File: src/rtl/bconv_seq_ctrl.sv
// Sequencer for a chain of K 1-bit binary-convolution PEs: loads the kernel weights, streams each
// valid-convolution window through the chain, and writes the majority-vote result per output pixel.
module bconv_seq_ctrl #(
    parameter int KW     = 3,
    parameter int IMG_W  = 16,
    parameter int ADDR_W = 12
) (
    input  logic                clock,
    input  logic                reset,
    input  logic                start,
    output logic                busy,
    output logic                done,
    output logic [ADDR_W-1:0]   wmem_addr,
    input  logic                wmem_rd_data,
    output logic [ADDR_W-1:0]   imem_addr,
    input  logic                imem_rd_data,
    output logic [KW*KW-1:0]    pe_load_weight,
    output logic                pe_weight_in,
    output logic                pe_go,
    output logic                pe_data_in,
    output logic                pe_idx_enable,
    output logic [ADDR_W-1:0]   pe_write_addr,
    output logic [3:0]          pe_idx,
    input  logic [KW*KW-1:0]    pe_negative_flag,
    output logic                omem_we,
    output logic [ADDR_W-1:0]   omem_addr,
    output logic                omem_wr_data
);
    localparam int K     = KW * KW;
    localparam int OUT_W = IMG_W - KW + 1;
    localparam int CW    = $clog2(K + 1);
    localparam int KRW   = $clog2(KW + 1);

    localparam logic [CW-1:0]     LAST_STEP = CW'(K);
    localparam logic [CW-1:0]     HALF      = CW'((K - 1) / 2);
    localparam logic [KRW-1:0]    KC_LAST   = KRW'(KW - 1);
    localparam logic [ADDR_W-1:0] RC_LAST   = ADDR_W'(OUT_W - 1);
    localparam logic [K-1:0]      ONE_K     = K'(1);

    typedef enum logic [2:0] {
        S_IDLE,
        S_WLOAD,
        S_STREAM,
        S_EVAL,
        S_WRITE,
        S_DONE
    } state_t;

    state_t             state, state_nxt;
    logic [CW-1:0]      step;
    logic [CW-1:0]      pop;
    logic [CW-1:0]      cnt;
    logic [KRW-1:0]     kr, kc;
    logic [ADDR_W-1:0]  row, col, pix_addr;
    logic [ADDR_W-1:0]  img_off;
    logic               last_step, last_pix;

    assign last_step = (step == LAST_STEP);
    assign last_pix  = (row == RC_LAST) && (col == RC_LAST);
    // kr/kc walk the window taps in row-major order alongside step.
    assign img_off   = (row + ADDR_W'(kr)) * ADDR_W'(IMG_W) + col + ADDR_W'(kc);

    always_comb begin
        pop = '0;
        for (int j = 0; j < K; j++) begin
            pop = pop + CW'(pe_negative_flag[j]);
        end
    end

    always_ff @(posedge clock) begin
        if (reset) begin
            state    <= S_IDLE;
            step     <= '0;
            kr       <= '0;
            kc       <= '0;
            row      <= '0;
            col      <= '0;
            pix_addr <= '0;
            cnt      <= '0;
        end else begin
            state <= state_nxt;
            case (state)
                S_IDLE: begin
                    step     <= '0;
                    kr       <= '0;
                    kc       <= '0;
                    row      <= '0;
                    col      <= '0;
                    pix_addr <= '0;
                end
                S_WLOAD: step <= last_step ? '0 : step + CW'(1);
                S_STREAM: begin
                    if (last_step) begin
                        step <= '0;
                        kr   <= '0;
                        kc   <= '0;
                    end else begin
                        step <= step + CW'(1);
                        if (kc == KC_LAST) begin
                            kc <= '0;
                            kr <= kr + KRW'(1);
                        end else begin
                            kc <= kc + KRW'(1);
                        end
                    end
                end
                S_EVAL: cnt <= pop;
                S_WRITE: begin
                    pix_addr <= pix_addr + ADDR_W'(1);
                    if (col == RC_LAST) begin
                        col <= '0;
                        row <= row + ADDR_W'(1);
                    end else begin
                        col <= col + ADDR_W'(1);
                    end
                end
                default: ;
            endcase
        end
    end

    always_comb begin
        state_nxt      = state;
        busy           = 1'b0;
        done           = 1'b0;
        wmem_addr      = '0;
        imem_addr      = '0;
        pe_load_weight = '0;
        pe_weight_in   = 1'b0;
        pe_go          = 1'b0;
        pe_data_in     = 1'b0;
        pe_idx_enable  = 1'b0;
        pe_write_addr  = '0;
        pe_idx         = '0;
        omem_we        = 1'b0;
        omem_addr      = '0;
        omem_wr_data   = 1'b0;
        case (state)
            S_IDLE: if (start) state_nxt = S_WLOAD;
            S_WLOAD: begin
                busy = 1'b1;
                if (!last_step) wmem_addr = ADDR_W'(step);
                // Tap i-1 goes to PE[K-i], so tap 0 ends up where its data settles.
                if (step != '0) begin
                    pe_load_weight = ONE_K << (LAST_STEP - step);
                    pe_weight_in   = wmem_rd_data;
                end
                if (last_step) state_nxt = S_STREAM;
            end
            S_STREAM: begin
                busy = 1'b1;
                if (!last_step) imem_addr = img_off;
                if (step != '0) begin
                    pe_go      = 1'b1;
                    pe_data_in = imem_rd_data;
                end
                if (last_step) begin
                    pe_idx_enable = 1'b1;
                    pe_write_addr = pix_addr;
                    pe_idx        = 4'(K - 1);
                    state_nxt     = S_EVAL;
                end
            end
            S_EVAL: begin
                busy      = 1'b1;
                state_nxt = S_WRITE;
            end
            S_WRITE: begin
                busy         = 1'b1;
                omem_we      = 1'b1;
                omem_addr    = pix_addr;
                omem_wr_data = (cnt <= HALF);
                state_nxt    = last_pix ? S_DONE : S_STREAM;
            end
            S_DONE: begin
                done      = 1'b1;
                state_nxt = S_IDLE;
            end
            default: state_nxt = S_IDLE;
        endcase
    end
endmodule

File: config.mk
export PLATFORM = sky130hd
export DESIGN_NAME = bconv_seq_ctrl
export DESIGN_NICKNAME = d
export VERILOG_FILES = /design/src/rtl/bconv_seq_ctrl.sv
export SDC_FILE = /design/constraint.sdc
export NUM_CORES = 1
export LEC_CHECK = 0
export CAP_MARGIN = 20
export CELL_PAD_IN_SITES_DETAIL_PLACEMENT = 1
export CELL_PAD_IN_SITES_GLOBAL_PLACEMENT = 2
export CORE_MARGIN = 10
export CORE_UTILIZATION = 32
export CTS_CLUSTER_SIZE = 20
export DETAILED_ROUTE_END_ITERATION = 10
export PLACE_DENSITY = 0.88
export REMOVE_ABC_BUFFERS = 1
export SKIP_LAST_GASP = 1
export SLEW_MARGIN = 20
export SYNTH_ARGS = -nofsm -noshare
export SYNTH_HDL_FRONTEND = slang
export SYNTH_SLANG_ARGS = --single-unit
File: constraint.sdc
create_clock -name clock -period 6.45 [get_ports clock]
set_clock_uncertainty 0.05 [all_clocks]
set_input_delay 0.9675 -clock clock [delete_from_list [all_inputs] [get_ports clock]]
set_output_delay 0.9675 -clock clock [all_outputs]
set_load 0.005 [all_outputs]
# Yosys cells after proc, flatten, opt, wreduce, memory -nomap -nowiden
# Index checks and enable logic that the tools add are counted.
word_totals:
  out_inout_bits: 69
  mem_bits_ro: 0
  mem_count: 0
  in_bits: 14
  regBits: 51
  latchBits: 0
  ram_bits: 0
classes:
  n_shift: 1
  addsub: 18
  n_div: 0
  n_mux: 41
  n_reduce_logical: 11
  bitwise_logic: 0
  n_mul: 0
  magnitude_cmp: 1
  eq_ne: 14
op_table:
  columns: ["op", "n"]
  rows:
  - ["2-to-1 mux 12 bit", 7]
  - ["one-hot mux 12 bit (2 select lines)", 3]
  - ["adder 12 x 1 -> 12 bit (second input constant)", 3]
  - ["== test 12 x 4 -> 1 bit (second input constant)", 2]
  - ["adder 4 x 1 -> 4 bit", 5]
  - ["2-to-1 mux 4 bit", 5]
  - ["2-to-1 mux 9 bit", 2]
  - ["one-hot mux 3 bit (5 select lines)", 1]
  - ["adder 12 bit", 1]
  - ["adder 12 x 2 -> 12 bit", 1]
  - ["2-to-1 mux 1 bit", 12]
  - ["2-to-1 mux 3 bit", 4]
  - ["left shift 1 x 4 -> 9 bit (first input constant)", 1]
  - ["adder 8 x 2 -> 8 bit", 1]
  - ["2-to-1 mux 2 bit", 4]
  - ["inequality test 2 bit (second input constant)", 4]
  - ["one-hot mux 2 bit (2 select lines)", 2]
  - ["one-hot mux 4 bit (2 select lines)", 1]
  - ["== test 3 x 2 -> 1 bit (second input constant)", 2]
  - ["== test 3 bit (second input constant)", 2]
  - ["nonzero test 2 bit", 3]
  - ["adder 2 x 1 -> 2 bit (second input constant)", 2]
  - ["adder 3 x 1 -> 4 bit", 1]
  - ["adder 4 x 1 -> 4 bit (second input constant)", 1]
  - ["15 further kinds", 16]

# Depth between registers and ports, before layout
logic_depth:
  depth_word: 8
  mapped_depth: 12
  depth_no_buf: 12

# Least setup slack after synthesis
# OpenSTA, ideal clock, no wires.
synth_timing:
  path_type: "input to register"
  from: "input port pe_negative_flag[0]"
  to: "register cnt[1]"
  arrival_ns: 3.546
  slack_ns: 2.789
  required_ns: 6.335
  setup_time_ns: 0.065
  cell_stages: 11
  path_buffers: 0
  path_cell_list: "fa_1 inv_1 fa_1 fa_1 inv_1 fa_1 inv_1 fa_1 nor2_1 a21oi_1 nor2_1"
synth_between:
  elab_chain_len: 8
synth_lines:
  columns: ["item", "line_no", "source"]
  rows:
  - ["from (decl)", "24", "input logic [KW*KW-1:0] pe_negative_flag,"]
  - ["adder 1 x 1 -> 2 bit", "66", "pop = pop + CW'(pe_negative_flag[j]);"]
  - ["adder 2 x 1 -> 3 bit", "66", null]
  - ["adder 3 x 1 -> 4 bit", "66", null]
  - ["adder 4 x 1 -> 4 bit (5 in a row)", "66", null]
  - ["to (signal assigned)", "107", "S_EVAL: cnt <= pop;"]
  - ["to (decl)", "52", "logic [CW-1:0] cnt;"]
# Every way passes these cells.
# A chain may end at the register's enable or synchronous reset.

# Worst setup path in the final report
layout_timing:
  from: "register row[0]"
  to: "output port imem_addr[11]"
layout_between:
  elab_chain_len: 5
layout_lines:
  columns: ["item", "line_no", "source"]
  rows:
  - ["from (decl)", "54", "logic [ADDR_W-1:0] row, col, pix_addr;"]
  - ["from (signal assigned)", "112", "row <= row + ADDR_W'(1);"]
  - ["adder 8 x 2 -> 8 bit", "61", "assign img_off = (row + ADDR_W'(kr)) * ADDR_W'(IMG_W) + col + ADDR_W'(kc);"]
  - ["adder 12 bit", "61", null]
  - ["adder 12 x 2 -> 12 bit", "61", null]
  - ["2-to-1 mux 12 bit", "152", "if (!last_step) imem_addr = img_off;"]
  - ["2-to-1 mux 12 bit", "138", "case (state)"]
  - ["to (decl)", "15", "output logic [ADDR_W-1:0] imem_addr,"]
# Every way passes these cells.

==> run metrics <==
Tot GR Track Use 13.47%; CP startpoint kind register; area delta synth->final 24.86%; vias after detailed routing approximately 3700; pre-CTS setup slack 2.128 ns; DR top layer met4; WL met1 slightly below 5000 microns; Num CTS Buffers 5; total gr overflow 0; register area share after synthesis roughly 27%; diode count 0; post-synth cell types 54; setup TNS after final layout 0 ns; post-DR wirelength/cell 16.72 microns; Detail Placement HPWL around 8600 microns; relative slew slack 40.20%; number of synthesized flops with an enable pin 0; Fmax 215.9 MHz; Die W 128.7 microns; Final period util 71.80%; Synth Register Bits 51; Top FF cell, synth dfxtp_1; Initial DRC Count 221; vias in the first global route 3747; Final setup viols 0; Cell Area, Synth around 3800 sq um; Worst-Margin Slew 0.8916 ns; RSZ-0062 raised after global routing false; Final min period 4.631 ns; WS Path Type register to output pin; layout cell share with drive strength beyond 1 4.251%; DR WL met2 ~6000 microns; post-CTS setup repair buffer count 0; die area between 15000 and 20000 sq um; post_cts resized 0; clk_lat worst skew 0.30 ns; total power 952.2 uW; Root Buffer clkbuf_16; power per cell area 201.8 nW/um^2; first-pass GRT wire length 18640 microns; status finished clean; yosys warns 0; largest net degree at the start of global routing 36; Fin. Hold Viols 0; count of pins over their slew limit 0; Final WS setup 1.819 ns; asr flop ratio synth 0%; vias per cell 5.371; IO Count 83; Sink Count 51; routed wl met3 499 microns; CP Max Fanout 8; initial antenna violation count 0; CTS tree yes; site row count 39; Initial Util 32.82%; max-cap violations 0; routed wire length 11440 microns; clk buf depth 2; Cells after Synth 486; core footprint 11520 sq um; Peak VDD IR 168.6 uV; WP data required 5.43 ns; hold_buf cts 0; die span in y 128.7 microns; # DRC 0; HP Class register to register; average size of a mapped cell 7.778 sq um; Reg clk slew, reported paths about 0.070 ns; Final nets 585; Port Buffers 71; Worst setup EP type output pin; arrival time worst endpoint 3.61 ns; CTS H-tree lvls 2; ANT nets after route 0; router iterations before antenna repair 4; Hold Slack 0.4529 ns; Pleak 1.777 nW; GPL Wtd Cong 0.7560
==> logic make-up after synthesis <==
| kind of cell | share of synthesized area, % |
|---|---|
| and+or+nand+nor | 31.35 |
| AOI/OAI and AO/OA | 14.90 |
| buffers and inverters | 6.654 |
| DFF | 27.01 |
| adders and majority gates | 11.65 |
| xor gates and xnor gates | 7.183 |
| muxes | 1.159 |
| other | 0.09921 |
==> synth_stat cells, types with 3 or more instances <==
cell type   n  area (sq um)
nand2_1    29         108.9
a311oi_1    8         70.07
xnor2_1    13         113.9
inv_1      17         63.81
ha_1       24         300.3
or3_1       6         37.54
mux2_2      3         33.78
nor3b_1     4         30.03
a21oi_1    38         190.2
nor2_1     62         232.7
clkbuf_1   21         78.83
xor2_1     18         157.7
nand4b_1    6         52.55
o21ai_0    21         105.1
nand4_1    12         75.07
nand2b_1    3         18.77
nand3_1    21         105.1
buf_1       3         11.26
and3_1     18         112.6
fa_1        7         140.1
and4_1      4         35.03
dfxtp_1    51          1021
buf_4      12         90.09
nor3_1     11         55.05
and2_1     32         200.2
a31oi_1     4         25.02
nor2b_1     4         25.02
==> cells in the final DEF (no fill, tap or decap), types with 3 or more instances in the layout <==
master	instances
clkbuf_16	5
and2_1	32
nor3_1	11
or3_1	6
nor2b_1	4
a311oi_1	8
mux2_2	3
dfxtp_1	51
nand4b_1	6
and3_1	18
o21ai_0	21
nor2_1	62
fa_1	7
clkdlybuf4s50_1	71
nand2_1	29
a21oi_1	38
nor3b_1	3
nand3_1	21
conb_1	11
a31oi_1	4
xnor2_1	13
nand4_1	12
xor2_1	18
nand2b_1	3
ha_1	24
and4_1	4
inv_1	17
==> power by group <==
| part | internal, mW | switching [mW] |
|---|---|---|
| sequential | 0.329 | 0.0305 |
| clock | 0.185 | 0.128 |
| combinational | 0.101 | 0.179 |
==> flip-flops by register name, indices dropped and copies added, names as in the netlist <==
| name | cells |
|---|---|
| cnt | 4 |
| col | 12 |
| kc | 2 |
| kr | 2 |
| pix_addr | 12 |
| row | 12 |
| state | 3 |
| step | 4 |
==> critical path, stage by stage, from the launching register on <==
cell             delay (ns)
dfxtp_1                0.37
ha_1                   0.23
fa_1                   0.42
nand3_1                0.12
xnor2_1                0.13
ha_1                   0.33
a21oi_1                0.17
o21ai_0                0.14
a2111oi_0              0.57
o21ai_0                0.15
a21oi_1                0.16
clkdlybuf4s50_1        0.53
==> routing by layer <==
layer,vias up,GRT usage [%]
met5,-,0
li1,1787,-
met2,61,24.45
met3,7,2.669
met1,1819,15.96
met4,0,3.077
==> final timing paths <==
| path | cells after the start | slack [ns] | end | startpoint |
|---|---|---|---|---|
| min reg2reg | 2 | 0.45 | step[2] | step[2] |
| min | 2 | 0.45 | step[2] | step[2] |
| max | 11 | 1.82 | imem_addr[11] | row[0] |
| max reg2reg | 8 | 3.71 | col[10] | state[1] |
==> area by class of cell <==
type	count	area (sq um)
multi-input cells	390	2550
well taps	143	178.9
flip-flops and latches	51	1021
clock buffers	5	125.1
clock inverters	3	47.55
fillers	1390	6797
repair buffers	73	725.7
inverters	19	71.32
==> stage by stage <==
| stage | utilization [%] | area (sq um) | instances |
|---|---|---|---|
| floorplan | - | 3637 | 460 |
| global placement | 39.44 | 4542 | 676 |
| detailed placement | 39.44 | 4542 | 676 |
| CTS | 40.94 | 4715 | 684 |
| global route | 40.98 | 4720 | 684 |
| finish | 40.98 | 4720 | 684 |
No activity file was read; power rests on OpenSTA's default activity.
